--- src/rtl/timer_controller.sv ---
// timer_controller: sequencing FSM for a BCD stopwatch/countdown datapath.
// Decides when the datapath loads its start value, when it may count, which
// direction it counts, and when the count has reached its terminal value.
//
// Ports:
//   clk                 system clock, rising edge
//   reset               synchronous, active-low
//   tick_10ms           10 ms pulse, only used to accumulate run_ticks
//   start_stop          one-cycle pulse, toggles run/pause
//   load_req            one-cycle pulse, requests a reload with the current mode
//   mode[1:0]           00 up from 00.00, 01 down from 99.99, 10 up/11 down from preset
//   ms_ones..sec_tens   live BCD digits from the datapath
//   load                one-cycle pulse, datapath loads its start value
//   count_enable        datapath may count (combinational, drops at terminal)
//   up                  count direction, 1 = up
//   active_mode[1:0]    mode captured at the last load
//   done, done_pulse    level while finished / one cycle on entry
//   state[2:0]          current FSM encoding
//   run_ticks[15:0]     saturating count of ticks seen while counting
module timer_controller (
    input  logic        clk,
    input  logic        reset,
    input  logic        tick_10ms,
    input  logic        start_stop,
    input  logic        load_req,
    input  logic [1:0]  mode,
    input  logic [3:0]  ms_ones,
    input  logic [3:0]  ms_tens,
    input  logic [3:0]  sec_ones,
    input  logic [3:0]  sec_tens,
    output logic        load,
    output logic        count_enable,
    output logic        up,
    output logic [1:0]  active_mode,
    output logic        done,
    output logic        done_pulse,
    output logic [2:0]  state,
    output logic [15:0] run_ticks
);

    typedef enum logic [2:0] {
        StIdle  = 3'b000,
        StLoad  = 3'b001,
        StReady = 3'b010,
        StRun   = 3'b011,
        StPause = 3'b100,
        StDone  = 3'b101
    } state_e;

    state_e      state_q, state_d;
    logic [1:0]  active_mode_q, active_mode_d;
    logic        up_q, up_d;
    logic        load_q, load_d;
    logic        done_q, done_d;
    logic        done_pulse_q, done_pulse_d;
    logic [15:0] run_ticks_q, run_ticks_d;
    logic        terminal;

    // Down modes stop at 00.00, up modes stop at 99.99.
    always_comb begin
        if (active_mode_q[0]) begin
            terminal = (sec_tens == 4'd0) && (sec_ones == 4'd0) &&
                       (ms_tens == 4'd0) && (ms_ones == 4'd0);
        end else begin
            terminal = (sec_tens == 4'd9) && (sec_ones == 4'd9) &&
                       (ms_tens == 4'd9) && (ms_ones == 4'd9);
        end
    end

    // Combinational so the datapath is frozen in the same cycle terminal appears.
    assign count_enable = (state_q == StRun) && !terminal;

    always_comb begin
        state_d = state_q;
        case (state_q)
            StIdle: begin
                if (load_req || start_stop) state_d = StLoad;
            end
            StLoad: state_d = StReady;
            StReady, StPause: begin
                if (load_req)        state_d = StLoad;
                else if (start_stop) state_d = StRun;
            end
            StRun: begin
                if (terminal)        state_d = StDone;
                else if (load_req)   state_d = StLoad;
                else if (start_stop) state_d = StPause;
            end
            StDone: begin
                if (load_req || start_stop) state_d = StLoad;
            end
            default: state_d = StIdle;
        endcase
    end

    always_comb begin
        active_mode_d = (state_d == StLoad) ? mode : active_mode_q;
        // Direction follows the mode being latched, so it is valid before RUN.
        up_d          = ~active_mode_d[0];
        load_d        = (state_d == StLoad);
        done_d        = (state_d == StDone);
        done_pulse_d  = (state_d == StDone) && (state_q != StDone);

        run_ticks_d = run_ticks_q;
        if (state_d == StLoad) begin
            run_ticks_d = 16'd0;
        end else if (count_enable && tick_10ms && (run_ticks_q != 16'hFFFF)) begin
            run_ticks_d = run_ticks_q + 16'd1;
        end
    end

    always_ff @(posedge clk) begin
        if (!reset) begin
            state_q       <= StIdle;
            active_mode_q <= 2'b00;
            up_q          <= 1'b1;
            load_q        <= 1'b0;
            done_q        <= 1'b0;
            done_pulse_q  <= 1'b0;
            run_ticks_q   <= 16'd0;
        end else begin
            state_q       <= state_d;
            active_mode_q <= active_mode_d;
            up_q          <= up_d;
            load_q        <= load_d;
            done_q        <= done_d;
            done_pulse_q  <= done_pulse_d;
            run_ticks_q   <= run_ticks_d;
        end
    end

    assign state       = state_q;
    assign active_mode = active_mode_q;
    assign up          = up_q;
    assign load        = load_q;
    assign done        = done_q;
    assign done_pulse  = done_pulse_q;
    assign run_ticks   = run_ticks_q;

endmodule

--- config.mk ---
export PLATFORM = sky130hd
export DESIGN_NAME = timer_controller
export DESIGN_NICKNAME = d
export VERILOG_FILES = /design/src/rtl/timer_controller.sv
export SDC_FILE = /design/constraint.sdc
export NUM_CORES = 1
export LEC_CHECK = 0
export CAP_MARGIN = 20
export CELL_PAD_IN_SITES_DETAIL_PLACEMENT = 1
export CELL_PAD_IN_SITES_GLOBAL_PLACEMENT = 1
export CORE_MARGIN = 2
export CORE_UTILIZATION = 32
export DETAILED_ROUTE_END_ITERATION = 10
export PLACE_DENSITY_LB_ADDON = 0.1
export SLEW_MARGIN = 30
export SYNTH_ARGS = -nofsm -noshare
export SYNTH_HDL_FRONTEND = slang
export SYNTH_SLANG_ARGS = --single-unit
--- constraint.sdc ---
create_clock -name clk -period 2 [get_ports clk]
set_input_delay 0.2 -clock clk [delete_from_list [all_inputs] [get_ports clk]]
set_output_delay 0.2 -clock clk [all_outputs]
set_load 0.05 [all_outputs]
==> metrics <==
Via density=5.31; critical path arrival=1.74 ns; ant diodes=0; Area Growth Syn to Fin=47.5%; DR WL met3=181 um; Tcrit/Tclk final=97.0%; CP Launch Type=input pin; gr usage total=16.8%; Detail Placement HPWL=3040 um; Clock Tree Buf Depth=2; hold bufs inserted after CTS=0; # DRC=0; Core ar.=4090 um^2; initial antenna violation count=0; Detail Route Antenna Nets=0; count of input and output buffers=48; Max VDD drop=0.227 mV; Slew headroom=65.0%; distinct cell type count after synthesis=40; worst skew pair latency=0.27 ns; Lkg Pwr=0.706 nW; drt wl/cell=15.1 um; Synth Instances=162; post-route minimum period=1.94 ns; FMAX=0.516 GHz; Vias=1406; RSZ-0062 raised after global routing=false; critical path's top delay family=buffers and inverters; CP max FO=2; Synthesis Warnings=0; largest net degree at the start of global routing=17; worst slack at placement=-0.186 ns; ratio of total power to cell area=511 nW/um^2; Tightest Pin Transition=0.523 ns; CTS tree=yes; root buffer cell=clkbuf_8; Critical Path End Type=output port; CTS Sinks=25; fin. max-slew vios=0; first-pass GRT wire length=6760 um; share of layout cells above drive strength 1=14.0%; DR pass1 iterations=4; clock slew at reported path FFs=0.08 ns; initial drt markers=29; Buf/Inv on CP=3; syn avg cell area=8.53 um^2; slowest CP cell=clkdlybuf4s50_1; Pwr Total=1.04 mW; status=complete, no violations; FF+latch count, synth=25; H-Tree Level Count=1; Worst Setup SP=sec_ones[0]; vias in the first global route=1450; Syn Nets=186; setup slack, reg-to-reg=0.11 ns; met2 WL=1960 um; die height=69.7 um; hold path start=active_mode[1]$_SDFFE_PN0N_; clk_skew=0.00686 ns; GP Congestion=0.859; initial core utilization=33.8%; Seq/Total Area, Yosys=36.2%; setup slack after layout=0.0603 ns; max incr delay on CP=0.52 ns; final WL=4010 um; CTS Buf Count=3; CP dominant cell by count=buf_6; critical path class=input pin to output port; Final Hold Viols=0; DRT met1 WL=1810 um; worst-path cell chain=clkdlybuf4s50_1, nand4b_1, or4_4, a21oi_4, buf_6, nor2_2, buf_6; path category of the worst min-delay check=register to register; final setup violation count=0; Row Count=23; DR top layer=met4; Max Cap Viol=0; Remaining Overflow, GRT=0; nets=240; Die X=69.7 um; Data required, critical path=1.80 ns; die area=4860 um^2; synthesized area=1380 um^2; num ports=49
-- timing repair --
action / CTS / global route
setup endpoints to repair: 1 / 9
hold endpoints to repair: 0 / 0
gates resized for setup: 2 / 8
pin swaps: 2 / 5
setup buffers: 2 / 0
-- path summary, 6_finish.rpt --
check / endpoint / cells past startpoint
worst min register to register: active_mode[1]$_SDFFE_PN0N_ / 2
worst max-delay path: count_enable / 7
worst min-delay path: active_mode[1]$_SDFFE_PN0N_ / 2
worst max register to register: up$_SDFF_PN1_ / 7
-- sequential cells by signal, indices dropped and copies added (netlist names), named ones only --
signal and cells:
done 1, active_mode 1, done_pulse 1, up 1, load 1, state 3
run_ticks 16
-- Yosys cell counts --
| master | instances | area (um^2) |
|---|---|---|
| nand3b_1 | 1 | 7.51 |
| o21ai_4 | 1 | 16.3 |
| xnor2_1 | 15 | 131 |
| or4_4 | 1 | 11.3 |
| mux2i_1 | 3 | 30.0 |
| nand4_1 | 7 | 43.8 |
| o221a_2 | 1 | 11.3 |
| o211ai_1 | 1 | 7.51 |
| a32oi_1 | 1 | 8.76 |
| nor3b_1 | 1 | 7.51 |
| a21oi_1 | 3 | 15.0 |
| and4_1 | 2 | 17.5 |
| nand2_1 | 9 | 33.8 |
| o21ai_0 | 2 | 10.0 |
| o21ba_4 | 1 | 16.3 |
| or3_4 | 1 | 11.3 |
| o211a_1 | 1 | 10.0 |
| nor2_1 | 25 | 93.8 |
| and3_1 | 3 | 18.8 |
| ha_1 | 1 | 12.5 |
| nand4b_1 | 1 | 8.76 |
| nor4_1 | 11 | 68.8 |
| and3b_1 | 1 | 8.76 |
| inv_1 | 3 | 11.3 |
| buf_6 | 3 | 33.8 |
| nand2_4 | 1 | 11.3 |
| nor3_1 | 8 | 40.0 |
| nor2b_1 | 3 | 18.8 |
| nand3_1 | 8 | 40.0 |
| a21boi_0 | 1 | 7.51 |
| nor4b_1 | 1 | 8.76 |
| a21oi_4 | 1 | 16.3 |
| nand4_2 | 1 | 12.5 |
| nand2b_1 | 4 | 25.0 |
| o22ai_1 | 1 | 6.26 |
| dfxtp_1 | 25 | 500 |
| and2_1 | 1 | 6.26 |
| clkbuf_1 | 1 | 3.75 |
| o2111ai_1 | 1 | 8.76 |
| buf_2 | 6 | 30.0 |
-- layout make-up --
cell class / count / area (um^2)
Fill cell: 474 / 2050
Clock buffer: 4 / 45.0
Inverter: 3 / 11.3
Sequential cell: 25 / 504
Tap cell: 50 / 62.6
Multi-Input combinational cell: 124 / 820
Timing Repair Buffer: 59 / 594
-- worst reg2reg max path: stages (launching register included) --
cell and delay (ns):
dfxtp_1 0.35, nand4b_1 0.18, or4_4 0.44, a21oi_4 0.17, buf_6 0.13, o21ba_4 0.19, mux2i_2 0.24, nand2b_1 0.13
-- cell families (layout without fill, tap and decap cells) --
logic type               count (synthesis)  after routing  synth area share (%)
AO/OA/AOI/OAI                           15             15                  9.69
XOR/XNOR                                15             15                  9.51
adder cells (fa/ha/maj)                  1              1                 0.906
buffers and inverters                   13             66                  5.71
flip-flops                              25             25                  36.2
multiplexers                             3              3                  2.17
AND/OR/NAND/NOR                         90             90                  35.8
-- stage by stage --
| stage | hold WS (ns) | util, % | setup TNS, ns | instances | area (um^2) |
|---|---|---|---|---|---|
| 6_report | 0.489 | 49.8 | 0 | 265 | 2040 |
| 5_1_grt | 0.515 | 49.8 | 0 | 265 | 2040 |
| 4_1_cts | 0.495 | 49.1 | 0 | 265 | 2010 |
| 3_5_place_dp | 0.478 | 47.5 | -2.62 | 259 | 1940 |
| 3_3_place_gp | 0.464 | 47.5 | -1.19 | 259 | 1940 |
| 2_1_floorplan | 0.340 | - | 0 | 162 | 1390 |
-- cells in the final DEF (no fill, tap or decap), drive strengths merged, types with 2 or more instances in the layout --
cell type	instances
and4	2
xnor2	15
a21oi	4
nand4	8
mux2i	3
clkdlybuf4s50	43
and3	3
nand2b	4
inv	3
clkbuf	4
dlymetal6s2s	4
nor4	11
nor3	8
nor2	25
nand2	10
nor2b	3
o21ai	3
nand3	8
buf	12
dfxtp	25
-- layer usage --
| layer | up-vias | global-route usage [%] |
|---|---|---|
| met5 | - | 0 |
| met4 | 0 | 5.13 |
| met3 | 8 | 2.91 |
| met2 | 39 | 29.6 |
| met1 | 678 | 20.8 |
| li1 | 681 | - |
-- where the power goes --
part | total, mW | internal, mW | switching [mW]
registers | 0.526 | 0.510 | 0.0163
logic | 0.209 | 0.0955 | 0.114
clock network | 0.305 | 0.143 | 0.162
Power figures use the tool's default switching activity.
